File: src/rtl/direct_drain.sv
// -----------------------------------------------------------------------------
// direct_drain
//   AXI4-Stream sink for the direct stream interface. It always accepts traffic
//   (optionally throttled), discards the payload and keeps per-packet statistics
//   and sticky protocol-error flags.
//
// Ports
//   aclk        clock
//   aresetn     asynchronous active-low reset
//   dt_tvalid   stream valid
//   dt_tready   stream ready (registered)
//   dt_tdata    payload (ignored)
//   dt_tkeep    byte enables
//   dt_tlast    end of packet
//   dt_tuser    sideband, expected constant across a packet
//   clear       synchronous clear of counters, last_tuser and error flags
//   pkt_count   completed packets (saturating)
//   byte_count  accepted bytes, sum of popcount(tkeep) (saturating)
//   last_tuser  tuser of the most recently completed packet
//   in_packet   high between first and last beat of a packet
//   pkt_done    one-cycle pulse per completed packet
//   err_keep    sticky: illegal tkeep seen
//   err_user    sticky: tuser changed mid-packet
// -----------------------------------------------------------------------------
`timescale 1ns/1ps

module direct_drain #(
  parameter int DATA_WIDTH      = 512,
  parameter int KEEP_WIDTH      = 64,
  parameter int USER_WIDTH      = 64,
  parameter int CNT_WIDTH       = 32,
  parameter int THROTTLE_PERIOD = 0
) (
  input  logic                  aclk,
  input  logic                  aresetn,
  input  logic                  dt_tvalid,
  output logic                  dt_tready,
  input  logic [DATA_WIDTH-1:0] dt_tdata,
  input  logic [KEEP_WIDTH-1:0] dt_tkeep,
  input  logic                  dt_tlast,
  input  logic [USER_WIDTH-1:0] dt_tuser,
  input  logic                  clear,
  output logic [CNT_WIDTH-1:0]  pkt_count,
  output logic [CNT_WIDTH-1:0]  byte_count,
  output logic [USER_WIDTH-1:0] last_tuser,
  output logic                  in_packet,
  output logic                  pkt_done,
  output logic                  err_keep,
  output logic                  err_user
);

  // Width of a per-beat byte count (0..KEEP_WIDTH inclusive).
  localparam int POP_W = $clog2(KEEP_WIDTH) + 1;

  // Throttle counter sizing; a 1-bit dummy counter is kept when unthrottled.
  localparam int THR_W      = (THROTTLE_PERIOD > 1) ? $clog2(THROTTLE_PERIOD) : 1;
  localparam int THR_LAST_I = (THROTTLE_PERIOD > 1) ? (THROTTLE_PERIOD - 1) : 0;
  localparam logic [THR_W-1:0] THR_LAST = THR_LAST_I[THR_W-1:0];

  typedef enum logic [0:0] {
    S_IDLE   = 1'b0,
    S_IN_PKT = 1'b1
  } state_t;

  // Number of enabled bytes in a beat.
  function automatic logic [POP_W-1:0] f_popcount(input logic [KEEP_WIDTH-1:0] keep);
    logic [POP_W-1:0] cnt;
    cnt = {POP_W{1'b0}};
    for (int i = 0; i < KEEP_WIDTH; i++) begin
      cnt = cnt + {{(POP_W-1){1'b0}}, keep[i]};
    end
    return cnt;
  endfunction

  // True when keep has the form 2^k-1 (all set bits packed at the LSB end).
  // Adding one to such a value clears every set bit, so the AND is zero.
  function automatic logic f_lsb_contig(input logic [KEEP_WIDTH-1:0] keep);
    logic [KEEP_WIDTH-1:0] plus1;
    plus1 = keep + {{(KEEP_WIDTH-1){1'b0}}, 1'b1};
    return ((keep & plus1) == {KEEP_WIDTH{1'b0}});
  endfunction

  // Illegal byte-enable pattern for this beat position.
  function automatic logic f_keep_bad(input logic [KEEP_WIDTH-1:0] keep, input logic last);
    logic bad;
    if (keep == {KEEP_WIDTH{1'b0}}) begin
      bad = 1'b1;
    end else if (!last) begin
      bad = (keep != {KEEP_WIDTH{1'b1}});
    end else begin
      bad = !f_lsb_contig(keep);
    end
    return bad;
  endfunction

  logic [THR_W-1:0]      r_thr_cnt;
  logic [THR_W-1:0]      w_thr_nxt;
  logic                  w_tready_nxt;
  logic                  r_tready;

  state_t                r_state;
  state_t                w_state_nxt;
  logic                  w_idle;
  logic                  w_capture;
  logic                  w_user_mismatch;

  logic                  w_beat;
  logic                  w_count;
  logic [POP_W-1:0]      w_pop;
  logic                  w_keep_bad;
  logic [CNT_WIDTH:0]    w_byte_sum;
  logic [CNT_WIDTH:0]    w_pkt_sum;

  logic [USER_WIDTH-1:0] r_cap_user;
  logic [CNT_WIDTH-1:0]  r_pkt_count;
  logic [CNT_WIDTH-1:0]  r_byte_count;
  logic [USER_WIDTH-1:0] r_last_tuser;
  logic                  r_pkt_done;
  logic                  r_err_keep;
  logic                  r_err_user;

  // Payload is intentionally discarded.
  logic                  w_unused_tdata;
  assign w_unused_tdata = ^dt_tdata;

  assign w_beat     = dt_tvalid & r_tready;
  // A beat coincident with clear still moves the FSM but is not accounted.
  assign w_count    = w_beat & ~clear;
  assign w_pop      = f_popcount(dt_tkeep);
  assign w_keep_bad = f_keep_bad(dt_tkeep, dt_tlast);
  assign w_byte_sum = {1'b0, r_byte_count} + {{(CNT_WIDTH+1-POP_W){1'b0}}, w_pop};
  assign w_pkt_sum  = {1'b0, r_pkt_count} + {{CNT_WIDTH{1'b0}}, 1'b1};

  // Next throttle count and next ready; ready drops in the slot where the
  // counter will sit at N-1.
  always_comb begin
    w_thr_nxt    = {THR_W{1'b0}};
    w_tready_nxt = 1'b1;
    if (THROTTLE_PERIOD > 1) begin
      if (r_thr_cnt == THR_LAST) begin
        w_thr_nxt = {THR_W{1'b0}};
      end else begin
        w_thr_nxt = r_thr_cnt + {{(THR_W-1){1'b0}}, 1'b1};
      end
      w_tready_nxt = (w_thr_nxt != THR_LAST);
    end else begin
      w_thr_nxt    = {THR_W{1'b0}};
      w_tready_nxt = 1'b1;
    end
  end

  // Throttle counter and registered ready.
  always_ff @(posedge aclk or negedge aresetn) begin
    if (!aresetn) begin
      r_thr_cnt <= {THR_W{1'b0}};
      r_tready  <= 1'b0;
    end else begin
      r_thr_cnt <= w_thr_nxt;
      r_tready  <= w_tready_nxt;
    end
  end

  // FSM state register.
  always_ff @(posedge aclk or negedge aresetn) begin
    if (!aresetn) begin
      r_state <= S_IDLE;
    end else begin
      r_state <= w_state_nxt;
    end
  end

  // FSM next-state logic.
  always_comb begin
    w_state_nxt = r_state;
    case (r_state)
      S_IDLE: begin
        if (w_beat && !dt_tlast) begin
          w_state_nxt = S_IN_PKT;
        end else begin
          w_state_nxt = S_IDLE;
        end
      end
      S_IN_PKT: begin
        if (w_beat && dt_tlast) begin
          w_state_nxt = S_IDLE;
        end else begin
          w_state_nxt = S_IN_PKT;
        end
      end
      default: begin
        w_state_nxt = S_IDLE;
      end
    endcase
  end

  // FSM output decode.
  always_comb begin
    w_idle          = 1'b1;
    w_capture       = 1'b0;
    w_user_mismatch = 1'b0;
    case (r_state)
      S_IDLE: begin
        w_idle    = 1'b1;
        w_capture = w_beat & ~dt_tlast;
      end
      S_IN_PKT: begin
        w_idle          = 1'b0;
        w_user_mismatch = w_beat & (dt_tuser != r_cap_user);
      end
      default: begin
        w_idle = 1'b1;
      end
    endcase
  end

  // Captured tuser of the open packet; follows beats even under clear so the
  // consistency check stays meaningful for the rest of the packet.
  always_ff @(posedge aclk or negedge aresetn) begin
    if (!aresetn) begin
      r_cap_user <= {USER_WIDTH{1'b0}};
    end else if (w_capture) begin
      r_cap_user <= dt_tuser;
    end else begin
      r_cap_user <= r_cap_user;
    end
  end

  // Completion pulse, independent of clear.
  always_ff @(posedge aclk or negedge aresetn) begin
    if (!aresetn) begin
      r_pkt_done <= 1'b0;
    end else begin
      r_pkt_done <= w_beat & dt_tlast;
    end
  end

  // Saturating packet/byte counters and last completed tuser.
  always_ff @(posedge aclk or negedge aresetn) begin
    if (!aresetn) begin
      r_pkt_count  <= {CNT_WIDTH{1'b0}};
      r_byte_count <= {CNT_WIDTH{1'b0}};
      r_last_tuser <= {USER_WIDTH{1'b0}};
    end else if (clear) begin
      r_pkt_count  <= {CNT_WIDTH{1'b0}};
      r_byte_count <= {CNT_WIDTH{1'b0}};
      r_last_tuser <= {USER_WIDTH{1'b0}};
    end else if (w_count) begin
      r_byte_count <= w_byte_sum[CNT_WIDTH] ? {CNT_WIDTH{1'b1}} : w_byte_sum[CNT_WIDTH-1:0];
      if (dt_tlast) begin
        r_pkt_count  <= w_pkt_sum[CNT_WIDTH] ? {CNT_WIDTH{1'b1}} : w_pkt_sum[CNT_WIDTH-1:0];
        r_last_tuser <= dt_tuser;
      end else begin
        r_pkt_count  <= r_pkt_count;
        r_last_tuser <= r_last_tuser;
      end
    end else begin
      r_pkt_count  <= r_pkt_count;
      r_byte_count <= r_byte_count;
      r_last_tuser <= r_last_tuser;
    end
  end

  // Sticky protocol-error flags.
  always_ff @(posedge aclk or negedge aresetn) begin
    if (!aresetn) begin
      r_err_keep <= 1'b0;
      r_err_user <= 1'b0;
    end else if (clear) begin
      r_err_keep <= 1'b0;
      r_err_user <= 1'b0;
    end else begin
      r_err_keep <= r_err_keep | (w_count & w_keep_bad);
      r_err_user <= r_err_user | (w_user_mismatch & ~clear);
    end
  end

  assign dt_tready  = r_tready;
  assign pkt_count  = r_pkt_count;
  assign byte_count = r_byte_count;
  assign last_tuser = r_last_tuser;
  assign in_packet  = ~w_idle;
  assign pkt_done   = r_pkt_done;
  assign err_keep   = r_err_keep;
  assign err_user   = r_err_user;

endmodule
File: config.mk
export PLATFORM = sky130hd
export DESIGN_NAME = direct_drain
export DESIGN_NICKNAME = d
export VERILOG_FILES = /design/src/rtl/direct_drain.sv
export SDC_FILE = /design/constraint.sdc
export NUM_CORES = 1
export LEC_CHECK = 0
export CAP_MARGIN = 40
export CELL_PAD_IN_SITES_DETAIL_PLACEMENT = 2
export CELL_PAD_IN_SITES_GLOBAL_PLACEMENT = 2
export CORE_AREA = 2 2 302 304
export DETAILED_ROUTE_END_ITERATION = 8
export DIE_AREA = 0 0 304 306
export DONT_BUFFER_PORTS = 1
export GPL_TIMING_DRIVEN = 1
export PLACE_DENSITY_LB_ADDON = 0.1
export SLEW_MARGIN = 5
export SYNTH_ARGS = -nofsm -noshare
export SYNTH_HDL_FRONTEND = slang
export SYNTH_SLANG_ARGS = --single-unit
File: constraint.sdc
create_clock -name aclk -period 9.25 [get_ports aclk]
set_input_delay 1.85 -clock aclk [delete_from_list [all_inputs] [get_ports aclk]]
set_output_delay 1.85 -clock aclk [all_outputs]
set_load 0.05 [all_outputs]
==> results.txt <==
Summed over all layers, the global routing overflow is 0. Of the available clock period, the critical path in the final layout requires 87.4%. The capture endpoint of the worst hold path is r_cap_user[59]$_DFFE_PN0P_. The number of warnings reported in the yosys synthesis log is 0. The number of antenna violations at the first check in global routing was 2. Buffers inserted during clock tree synthesis total 17. Entering global routing, the biggest net connects 198 pins. Across the run, the number of max-cap violations was 0. The most common cell after layout, fill and taps aside is dfrtp_1. The post-synthesis sequential element count is 197. After clock tree synthesis, the setup repair step added 0 buffers. The sequential share of the synthesized area came out at 39.7%. The core area is 89600 µm². In this run the power density over the cells is 350 nW/µm². Measured along the y axis, the die boundary spans 306 µm. The number of buffers on the longest clock path is 2. The combinational cell fraction of total power is 61.9%. The actual transition at the worst max-transition pin came out at between 800 and 900 ps.

The wire length after detailed routing is 61.5 mm. The total number of vias is 10170. 0 antenna diodes ended up in the layout. The placed wire-length estimate after detailed placement came out at 47.8 mm. The synthesized design spends more area on one cell type than any other, namely dfrtp_1. The max-slew violation count is 0.

The area added between synthesis and finish is 16.8%. In the final layout, the multi-input gates occupy between 6000 and 7000 µm². The clock period minus worst slack is 8080 ps. The leakage dissipation came out at 0.00558 µW. The clock sink count came out at about 200. The DRC violations left is 0. The clock arrives with 13.5 ps of skew.

The number of nets in the synthesized netlist is 2023. The internal power summed over all cells came out at between 2000 and 3000 µW. The number of enable-type register cells in the synthesized netlist came out at 0. The class of the tightest hold or removal check is flip-flop to flip-flop. In the synthesized netlist the dominant register cell turns out to be dfrtp_1. In the synthesized netlist, the number of instances is 1291.

The count of nets after finishing came out at 2009. The part of the power in registers came out at 21.9%. The worst register-to-register path begins at byte_count[0]$_DFFE_PN0P_. In the layout the commonest cells are dfrtp_1 (197), nand2_1 (189), inv_1 (107), a21oi_1 (98), xnor2_1 (69).

Counting instances, the worst hold path has a depth of 1. The post-route netlist has between 10 and 15% of its cells at a drive strength greater than 1. The run finished with clean final reports. The first-pass iteration count of the detailed router came out at 4.

Of all nets on the critical path, the largest fanout is 9. The worst setup path is launched from an input pin. The root buffer cell chosen for the clock tree is clkbuf_16. By area the synthesized netlist is led by dfrtp_1 (40%), fa_1 (9.0%), mux2_2 (5.8%). The remaining antenna violation count after routing came out at 0. Data on the critical path is required at its endpoint by 9640 ps. The initial cell density of the core is 13.9%. The aggregate negative setup slack came out at 0 ps. At the worst endpoint, the arrival time is 8470 ps.

The sequential cell area in the final layout is 4930 µm². The number of port buffers came out at 0. The highest attainable clock frequency is 124 MHz.

The highest ir drop seen on vdd came out at approximately 0.00069 V. The floorplan die area is 93000 µm². The switching power is 2300 µW. The startpoint identified for the worst hold timing path is r_cap_user[59]$_DFFE_PN0P_. The via count of the first global-routing pass is 11438. STA classifies the critical path endpoint as a flip-flop. The kind of critical path is input pin to flip-flop. The number of failing hold endpoints at the final stage came out at 0. The count of unique library cells instantiated by Yosys came out at 77.

The setup slack of the worst register-to-register path is 2290 ps. The number of vias per cell is 4.13. The weighted congestion at the end of routability-driven global placement is 0.804. The number of gates given a new drive strength after cts is 0. Averaged over all synthesized cells, the footprint is 9.62 µm². The share of the synthesized area in the top cell type is 39.7%. For this run, asynchronously set or reset flops after synthesis account for 100%. The clock transition time at the flip-flop clock pins of the worst setup and hold paths is 80 ps. The number of H-tree levels came out at 4. The total of endpoints with negative setup slack in the final report came out at 0.

The die boundary width came out at 304 µm. The filler cell count is approximately 10000. Clock latency on the worst-skew pair, taken at its later pin, is 500 ps. After floorplanning, the core was divided into 110 placement rows.

Setup repair after global routing left no endpoint under its margin. The wire length of the first global-routing pass is a little under 90 mm. The initial detailed-routing violation count is 355.

The cts-stage hold buffer count is 0. The routed length per instance is 24.9 µm. The count of cells along the worst register-to-register path came out at 18. The power after layout came out at slightly above 5000 µW. In this run, the clock network consumes 16.2% of the power. The net switching fraction of the power came out at 45.4%.

The mapped netlist covers 12400 µm². The global router's overall resource usage is 13.3%. The normalized max-slew margin came out at 42.1%.

The CTS tree is built. The endpoint of the most critical register-to-register path is byte_count[15]$_DFFE_PN0P_. The I/O pin count came out at slightly below 800.
-- per-stage QoR --
stage                     utilization [%]  cells  hold slack [ps]  setup WS, ps  area [µm²]
after floorplan                         -   1291              502           910       12400
after global placement               15.4   2429              511           508       13800
after detailed placement             15.5   2434              518           499       13900
after CTS                            16.2   2465              540          1080       14500
after global routing                 16.2   2465              552           773       14500
final                                16.2   2465              535          1170       14500
-- state kept, by name, summed over array words and instances, names as in the netlist, named ones only --
register	count
r_cap_user	64
err_keep	1
dt_tready	1
pkt_done	1
byte_count	32
pkt_count	32
err_user	1
last_tuser	64
-- final cells by class --
| type | count | area share [%] |
|---|---|---|
| Tap cell | 1176 | 10.1 |
| Inverter | 108 | 2.80 |
| Multi-Input combinational cell | 932 | 47.4 |
| Timing Repair Buffer | 21 | 1.52 |
| Clock buffer | 17 | 2.93 |
| Clock inverter | 14 | 1.18 |
| Sequential cell | 197 | 34.0 |
-- cell usage after synthesis, drive strengths merged, types with 5 or more instances --
| library cell | instances |
|---|---|
| o31ai | 9 |
| mux2 | 64 |
| xnor2 | 69 |
| nand3 | 42 |
| fa | 56 |
| a311oi | 17 |
| clkbuf | 46 |
| o21ai | 37 |
| a21o | 6 |
| mux2i | 9 |
| nor4 | 33 |
| nor3 | 37 |
| ha | 31 |
| buf | 8 |
| nand4 | 53 |
| a211oi | 7 |
| inv | 108 |
| and4 | 12 |
| a31oi | 23 |
| and3 | 17 |
| a21oi | 98 |
| nor2 | 46 |
| dfrtp | 197 |
| o2111ai | 5 |
| nand2b | 5 |
| a221oi | 8 |
| nand2 | 190 |
-- critical path, cell delays in order --
cell and delay [ps]:
fa_1 560, inv_1 70, fa_1 510, inv_1 50, fa_1 480, inv_1 50, fa_1 450, fa_1 560
fa_1 440, fa_1 510, fa_1 430, fa_1 430, inv_1 90, fa_1 200, a21o_1 130, a21oi_1 80
o21ai_1 250, a311oi_2 160, or3_1 570, and3_1 270, a221oi_1 310
-- cells by family (layout without fill, tap and decap cells) --
| group | count (synthesis) | count (layout) | synth area share [%] |
|---|---|---|---|
| flip-flops | 197 | 197 | 39.7 |
| AND/OR/NAND/NOR | 456 | 456 | 18.9 |
| multiplexers | 73 | 73 | 6.53 |
| adder cells (fa/ha/maj) | 87 | 87 | 12.1 |
| AO/OA/AOI/OAI | 244 | 244 | 12.6 |
| buffers and inverters | 162 | 160 | 5.08 |
| other | 1 | 1 | 0.0302 |
| XOR/XNOR | 71 | 71 | 5.01 |
-- per-layer routing --
| metal | wire (µm) | global-route usage [%] | up-vias |
|---|---|---|---|
| li1 | - | - | 4535 |
| met1 | 25500 | 15.9 | 5368 |
| met2 | 29700 | 22.3 | 237 |
| met3 | 5730 | 5.70 | 28 |
| met4 | 539 | 2.66 | 2 |
| met5 | 13 | 0 | - |
-- power groups by stage --
| stage | registers (µW) | logic (µW) | clock network (µW) |
|---|---|---|---|
| after detailed placement | 1130 | 3290 | 0 |
| after global placement | 1120 | 3270 | 0 |
| after global routing | 1130 | 3660 | 910 |
| after floorplan | 1100 | 2340 | 0 |
| final | 1110 | 3140 | 823 |
| after CTS | 1110 | 3310 | 891 |
-- how the worst max path moves through the flow --
stage,slack (ps),startpoint,endpoint,cells past startpoint
6_report,1170,dt_tkeep[17],byte_count[15]$_DFFE_PN0P_,21
5_1_grt,770,dt_tkeep[17],byte_count[23]$_DFFE_PN0P_,22
3_3_place_gp,510,dt_tkeep[35],byte_count[23]$_DFFE_PN0P_,23
2_1_floorplan,910,dt_tkeep[35],byte_count[10]$_DFFE_PN0P_,23
4_1_cts,1080,dt_tkeep[17],byte_count[23]$_DFFE_PN0P_,22
3_5_place_dp,500,dt_tkeep[17],byte_count[29]$_DFFE_PN0P_,22
No activity file was read; power rests on OpenSTA's default activity.
